`config.mk`:
```
export PLATFORM = sky130hd
export DESIGN_NAME = pixel_receiver
export DESIGN_NICKNAME = d
export VERILOG_FILES = /design/src/rtl/pixel_receiver.sv
export SDC_FILE = /design/constraint.sdc
export NUM_CORES = 1
export LEC_CHECK = 0
export CORE_UTILIZATION = 25
export CTS_CLUSTER_SIZE = 12
export DETAILED_ROUTE_END_ITERATION = 10
export PLACE_DENSITY_LB_ADDON = 0.05
export SLEW_MARGIN = 20
export SYNTH_ARGS = -nofsm -noshare
export SYNTH_HDL_FRONTEND = slang
export SYNTH_SLANG_ARGS = --single-unit
export TNS_END_PERCENT = 5
```
`constraint.sdc`:
```
create_clock -name clk -period 2.5 [get_ports clk]
set_input_delay 0.5 -clock clk [delete_from_list [all_inputs] [get_ports clk]]
set_output_delay 0.5 -clock clk [all_outputs]
set_load 0.01 [all_outputs]
```
`src/rtl/pixel_receiver.sv`:
```
// -----------------------------------------------------------------------------
// pixel_receiver
//
// Decodes a WS2812B-style single-wire pixel stream into 24-bit pixels. Each bit
// is a high pulse whose width (in clk cycles) selects 0 or 1; a long low period
// is a reset gap that frames the stream. Decoded pixels are offered on a
// valid/ready interface together with a frame_start qualifier.
//
// Ports
//   clk          system clock, all logic on the rising edge
//   reset        synchronous active-high reset
//   din          asynchronous serial data line
//   color[23:0]  decoded pixel, first received bit in color[23]
//   valid        color holds an undelivered pixel
//   ready        consumer accepts color when valid && ready
//   frame_start  color is the first pixel after a reset gap
//   pulse_err    one-cycle pulse: illegal high width seen
//   frame_err    one-cycle pulse: reset gap arrived with 1..23 bits pending
//   overrun      one-cycle pulse: pixel completed while valid && !ready
// -----------------------------------------------------------------------------
module pixel_receiver #(
    parameter int TCK_ZR_MIN = 3,
    parameter int TCK_THRESH = 10,
    parameter int TCK_ON_MAX = 17,
    parameter int TCK_RESET  = 800,
    parameter int TCK_BITS   = 10
) (
    input  logic        clk,
    input  logic        reset,
    input  logic        din,
    output logic [23:0] color,
    output logic        valid,
    input  logic        ready,
    output logic        frame_start,
    output logic        pulse_err,
    output logic        frame_err,
    output logic        overrun
);

    localparam logic [1:0] ST_SYNC = 2'd0;
    localparam logic [1:0] ST_IDLE = 2'd1;
    localparam logic [1:0] ST_HIGH = 2'd2;
    localparam logic [1:0] ST_LOW  = 2'd3;

    localparam logic [TCK_BITS-1:0] CNT_MAX   = '1;
    localparam logic [TCK_BITS-1:0] CNT_ONE   = TCK_BITS'(1);
    localparam logic [TCK_BITS-1:0] ZR_MIN    = TCK_BITS'(TCK_ZR_MIN);
    localparam logic [TCK_BITS-1:0] THRESH    = TCK_BITS'(TCK_THRESH);
    localparam logic [TCK_BITS-1:0] ON_MAX    = TCK_BITS'(TCK_ON_MAX);
    localparam logic [TCK_BITS-1:0] RESET_LEN = TCK_BITS'(TCK_RESET);
    localparam logic [4:0]          LAST_BIT  = 5'd23;

    logic                din_meta;
    logic                din_s;
    logic [1:0]          state;
    logic [TCK_BITS-1:0] cnt;        // high width in HIGH, low width elsewhere
    logic [4:0]          bit_cnt;
    logic [22:0]         shreg;      // bits received so far in this pixel
    logic                frame_flag; // a reset gap preceded the pixel in progress

    logic [TCK_BITS-1:0] cnt_inc;
    logic                width_bad;
    logic                rx_bit;
    logic                gap_hit;
    logic                can_load;
    logic [23:0]         pixel_next;

    always_comb begin
        // Saturating increment: a gap longer than TCK_RESET behaves like exactly TCK_RESET.
        cnt_inc    = (cnt == CNT_MAX) ? cnt : cnt + 1'b1;
        width_bad  = (cnt < ZR_MIN) || (cnt > ON_MAX);
        rx_bit     = (cnt >= THRESH);
        gap_hit    = (cnt_inc >= RESET_LEN);
        // A held pixel being accepted this very cycle frees the output register.
        can_load   = !valid || ready;
        pixel_next = {shreg, rx_bit};
    end

    // NOTE: every register here is updated with <= so all of them see the
    // pre-edge values of each other, exactly like the flops they become.
    always_ff @(posedge clk) begin
        if (reset) begin
            din_meta    <= 1'b0;
            din_s       <= 1'b0;
            state       <= ST_SYNC;
            cnt         <= '0;
            bit_cnt     <= '0;
            shreg       <= '0;
            frame_flag  <= 1'b0;
            color       <= '0;
            valid       <= 1'b0;
            frame_start <= 1'b0;
            pulse_err   <= 1'b0;
            frame_err   <= 1'b0;
            overrun     <= 1'b0;
        end else begin
            din_meta <= din;
            din_s    <= din_meta;

            // NOTE: the event outputs default low here and are overridden
            // below, which makes them single-cycle pulses with no extra logic.
            pulse_err <= 1'b0;
            frame_err <= 1'b0;
            overrun   <= 1'b0;

            // Handshake completes; a pixel loaded below in the same cycle wins.
            if (valid && ready) begin
                valid <= 1'b0;
            end

            case (state)
                ST_SYNC: begin
                    // Wait for a full reset gap before trusting any pulse.
                    if (din_s) begin
                        cnt <= '0;
                    end else begin
                        cnt <= cnt_inc;
                        if (gap_hit) begin
                            state      <= ST_IDLE;
                            frame_flag <= 1'b1;
                        end
                    end
                end

                ST_IDLE: begin
                    if (din_s) begin
                        state <= ST_HIGH;
                        cnt   <= CNT_ONE;
                    end else begin
                        cnt <= cnt_inc;
                        if (gap_hit) begin
                            frame_flag <= 1'b1;
                        end
                    end
                end

                ST_HIGH: begin
                    if (din_s) begin
                        cnt <= cnt_inc;
                    end else if (width_bad) begin
                        // Lost bit alignment: drop the partial pixel and resync.
                        // This cycle is already low, so it counts toward the gap.
                        pulse_err  <= 1'b1;
                        bit_cnt    <= '0;
                        shreg      <= '0;
                        frame_flag <= 1'b0;
                        cnt        <= CNT_ONE;
                        state      <= ST_SYNC;
                    end else begin
                        shreg <= pixel_next[22:0];
                        cnt   <= CNT_ONE;
                        state <= ST_LOW;
                        if (bit_cnt == LAST_BIT) begin
                            bit_cnt    <= '0;
                            frame_flag <= 1'b0;
                            if (can_load) begin
                                color       <= pixel_next;
                                valid       <= 1'b1;
                                frame_start <= frame_flag;
                            end else begin
                                // Held pixel is kept; the new one is dropped.
                                overrun <= 1'b1;
                            end
                        end else begin
                            bit_cnt <= bit_cnt + 5'd1;
                        end
                    end
                end

                ST_LOW: begin
                    if (din_s) begin
                        state <= ST_HIGH;
                        cnt   <= CNT_ONE;
                    end else begin
                        cnt <= cnt_inc;
                        if (gap_hit) begin
                            state      <= ST_IDLE;
                            frame_flag <= 1'b1;
                            if (bit_cnt != 5'd0) begin
                                frame_err <= 1'b1;
                            end
                            bit_cnt <= '0;
                            shreg   <= '0;
                        end
                    end
                end

                default: begin
                    state <= ST_SYNC;
                end
            endcase
        end
    end

endmodule
```
---- Yosys cells after proc, flatten, opt, wreduce, memory -nomap -nowiden ----
Cells that the tools add are included.
cells by class
  multiplexer cells ....................... 38
  order comparisons ....................... 4
  add/subtract/negate cells ............... 2
  reductions and logical operators ........ 16
  eq/ne operators ......................... 13
  bitwise operators ....................... 6
operator list
  cell                   number
  $mux 23                4
  $pmux 23 s2            1
  $mux 10                4
  $pmux 10 s3            1
  $mux 5                 5
  $mux 1                 14
  $mux 2                 6
  $ne 2x2->1 const B     6
  $add 10x1->10 const B  1
  $eq 10x10->1 const B   1
  $ge 10x10->1 const B   1
  $ge 10x4->1 const B    1
  $gt 10x5->1 const B    1
  $lt 10x2->1 const B    1
  $pmux 5 s2             1
  $pmux 2 s4             1
  $reduce_and 4->1       2
  $not 1->1              6
  $reduce_or 3->1        2
  $add 5x1->5 const B    1
  $eq 5x5->1 const B     1
  $reduce_and 5->1       1
  $reduce_bool 5->1      1
  $reduce_or 5->1        1
  other kinds (13)       15
storage, ports and cells
  output and inout bits ................... 29
  logic and storage cells ................. 92
  bits of input ports ..................... 4
  register bits ........................... 72

---- Longest topological paths before layout ----
  word-level depth ........................ 7
  gate-level depth with buffers ........... 10
  depth with buffers taken out ............ 8

---- Worst setup path before layout ----
Ideal clock, no wire load.
  path kind ............................... register to register
  start point ............................. register cnt[1]
  end point ............................... register color[12]
  slack ................................... 0.299 ns
  stages on the path, launching flop included .. 11
  buffers on the path ..................... 3
  period minus slack after synthesis ...... 2.201 ns
  arrival time ............................ 2.073 ns
  data required time ...................... 2.372 ns
  cells stage by stage .................... dfxtp_1 -> ha_1 -> buf_1 -> nor3_1 -> o22ai_2 -> nand2_4 -> nor4b_4 -> buf_6 -> buf_12 -> mux2i_1 -> nor2_1
between the ends
  word-level cells in the longest chain between the ends .. 4
  elaborated cells between the ends (all ways) .. 5
ends and longest elaborated chain
  what                                               RTL line  text
  start, declared                                    56        logic [TCK_BITS-1:0] cnt;
  start signal, assigned                             117       cnt <= cnt_inc;
  start signal, assigned                             130       cnt <= cnt_inc;
  start signal, assigned                             139       cnt <= cnt_inc;
  $lt 10x2->1 / $gt 10x5->1 (equally long branches)  71        width_bad = (cnt < ZR_MIN) || (cnt > ON_MAX);
  $logic_or 1x1->1 (*)                               71
  $not 1->1 (no line) (*)                            -
  $reduce_and 5->1 (no line) (*)                     -
  end signal, assigned                               157       color <= pixel_next;
  end, declared                                      31        output logic [23:0] color,
Every way passes the cells marked *; elsewhere a longest branch is shown, timed or not.
A chain may end at the register's enable or synchronous reset.

---- Final worst setup path ----
  start point ............................. register bit_cnt[0]
  end point ............................... register color[17]
between the ends
  word-level cells in the longest chain between the ends .. 2
ends and longest elaborated chain
  what                        RTL line  text
  start, declared             57        logic [4:0] bit_cnt;
  start signal, assigned      165       bit_cnt <= bit_cnt + 5'd1;
  $eq 5x5->1                  153       if (bit_cnt == LAST_BIT) begin
  $reduce_and 5->1 (no line)  -
No other way between the ends.

==> impl_results.md <==
* Row cnt at 41
* Async SR Flop Fraction at 0%
* All-Layer GR Usage at 12.3%
* Synthesized flop and latch total at 72
* GPL Wtd Cong at 0.753
* Initial antenna violation count at 0
* Pin count of the biggest net entering global routing at 54
* Final wirelength at 7530 µm
* Netlist cell types at 52
* CTS Sinks at 72
* ANT cells at 0
* Fmax at 442 MHz
* Critical Path End Type: flip-flop
* Placed cell area at 3760 µm²
* Post-layout worst setup margin at 0.239 ns
* Dpl hpwl at 4850 µm
* GRT Residual Overflow at 0
* Synth Area per Inst at 8.71 µm²
* Count of final setup violators at 0
* CTS buffer count at 9
* CP max FO at 14
* Worst EP required at 2.70 ns
* DRT iter0 DRCs at 71
* Slew headroom at 61.3%
* Layout area overhead at 25.3%
* WL per Instance at 13.0 µm
* Syn_nets at 383
* Final Hold Viols at 0
* Number of I/O port buffers at 32
* Register area share after synthesis at 44.3%
* Fin nets at 414
* CP Launch Type: flip-flop
* Skew-Pair Late Insertion Delay at 0.34 ns
* Post-Synthesis Cells at 373
* Share of layout cells above drive strength 1 at 9.05%
* Crit Path Category: flip-flop to flip-flop
* Setup TNS at 0 ns
* Reg clk slew, reported paths at 0.06 ns
* Remaining antenna violation count at 0
* Ys Warns at 0
* Worst Path Arrival at 2.46 ns
* Main synth FF type: dfxtp_1
* TritonCTS clock tree: built
* Final Max Slew Viols at 0
* PwrDens at 626 nW/µm²
* Via density at 4.46
* Skew final at 0.00519 ns
* Cts repair resizes at 0
* Status: finished, final reports clean
* H-tree levels at 3
* Number of global-route vias before repair at 2477
* Core area at 12700 µm²
* DRC at 0
* Die Footprint at 13500 µm²
* Fin crit share at 90.4%
* Die height at 116 µm
* Syn Std Cell Area at 3250 µm²
* Worst vdd ir at 0.000282 V
* Hold slack at 0.446 ns
* RSZ-0062 raised after global routing: no
* Die Wd at 116 µm
* Fin area at 4070 µm²
* CTS Buffer Depth at 2
* Root Driver: clkbuf_16
* Post-Place Setup Slack at 0.0465 ns
* Hold-critical path depth at 1
* Max Cap Viol at 0
* Tmin final at 2.26 ns
* Post-CTS setup buffer count at 0
* 1st-pass router iterations at 4
* Ports at 33
* Worst Hold Class: flip-flop to flip-flop
* Leakage at 1.30 nW
* Post-synth EDFFs at 0
* Dpl cells at 565
* Least-Margin Pin Slew at 0.581 ns
* Non-filler cells, final at 581
* Initial core utilization at 25.7%
* FF-to-FF path depth at 7
* Global-route wire length before repair at 12600 µm
* Vias at 2591
* # hold bufs at CTS at 0
[final timing paths]
path / slack (ns) / to / startpoint
worst min register to register: 0.45 / din_s / din_meta
worst max register to register: 0.24 / color[17] / bit_cnt[0]
worst max-delay path: 0.24 / color[17] / bit_cnt[0]
worst min-delay path: 0.45 / din_s / din_meta
[sequential cells by signal, indices dropped and copies added (netlist names)]
signal,flops
color,24
shreg,23
cnt,10
bit_cnt,5
state,2
din_meta,1
din_s,1
frame_err,1
frame_flag,1
frame_start,1
overrun,1
pulse_err,1
valid,1
[per-stage QoR]
stage | power (mW) | utilization (%)
after floorplan | 1.24 | -
after global routing | 2.66 | 32.1
after CTS | 2.59 | 32.0
after global placement | 1.27 | 29.7
final | 2.55 | 32.1
after detailed placement | 1.27 | 29.7
[power by group]
part / leakage (nW) / internal (mW) / switching, mW
clock: 0.150 / 0.824 / 0.480
sequential: 0.581 / 1.15 / 0.00850
combinational: 0.572 / 0.0280 / 0.0569
total: 1.30 / 2.01 / 0.545
[placed cells by master (no fill, tap or decap), types with 2 or more instances in the layout]
cell and instances:
ha_1 5, xor2_1 2, clkinv_2 2, o32ai_1 2, nand3b_1 3, clkbuf_16 9
nor2_1 42, or3_1 25, clkbuf_1 2, nand3_1 9, a211oi_1 3, dfxtp_1 72
nor2b_1 5, buf_12 3, clkbuf_8 2, o21ai_0 4, nand4_1 3, buf_4 8
o21ai_1 4, nor3b_1 2, nand2b_1 4, mux2i_1 25, nor4b_1 2, and3_1 4
nand2_1 33, a31oi_1 2, inv_1 31, clkdlybuf4s50_1 31, and2_1 3, o211ai_1 2
a21oi_1 34, nor4_1 2, nor3_1 5
[synthesized netlist by cell type, drive strengths merged, types with 2 or more instances]
cell type / count / area share, %
a21oi: 35 / 5.5
nor2b: 5 / 0.96
clkbuf: 12 / 1.4
nor4: 2 / 0.38
a31oi: 2 / 0.38
o211ai: 2 / 0.46
dfxtp: 72 / 44
nor4b: 3 / 1.3
nand3b: 3 / 0.69
o32ai: 2 / 0.54
and2: 3 / 0.58
o21ai: 8 / 1.2
nand2b: 4 / 0.77
buf: 11 / 3.0
xor2: 2 / 0.54
ha: 6 / 2.3
nor3: 5 / 0.77
and3: 4 / 0.77
nand4: 3 / 0.58
or3: 25 / 4.8
inv: 31 / 3.6
mux2i: 25 / 7.7
nand2: 34 / 4.2
nor3b: 2 / 0.46
nor2: 43 / 5.5
a211oi: 4 / 1.1
nand3: 9 / 1.4
[critical path, stage by stage (launching register included)]
cell and delay, ns:
dfxtp_1 0.38, ha_1 0.26, nand2_1 0.09, or3_1 0.46, nor4b_4 0.48, buf_12 0.22
mux2i_1 0.19, nor2_1 0.05
[layout make-up]
type / instances / area, µm²
timing repair buffer: 43 / 435
sequential: 72 / 1440
clock inverter: 3 / 40.0
inverter: 31 / 116
multi-input combinational: 247 / 1560
fill: 1368 / 8600
tap: 172 / 215
clock buffer: 13 / 260
[metal layers]
layer	global-route usage [%]	up-vias	wire length [µm]
met5	0	-	0
met4	7.18	0	172
met3	2.82	12	275
met2	18.1	33	3190
met1	16.6	1214	3880
li1	-	1332	-
[logic make-up (layout without fill, tap and decap cells)]
group / Yosys count / count (layout) / share of synthesized area (%)
xor gates and xnor gates: 3 / 3 / 0.808
AOI/OAI and AO/OA: 63 / 63 / 12.5
DFF: 72 / 72 / 44.3
muxes: 25 / 25 / 7.70
and+or+nand+nor: 150 / 150 / 24.4
adders and majority gates: 6 / 6 / 2.31
buffers and inverters: 54 / 90 / 7.93
Note: power is estimated with default switching activity, not from simulation.
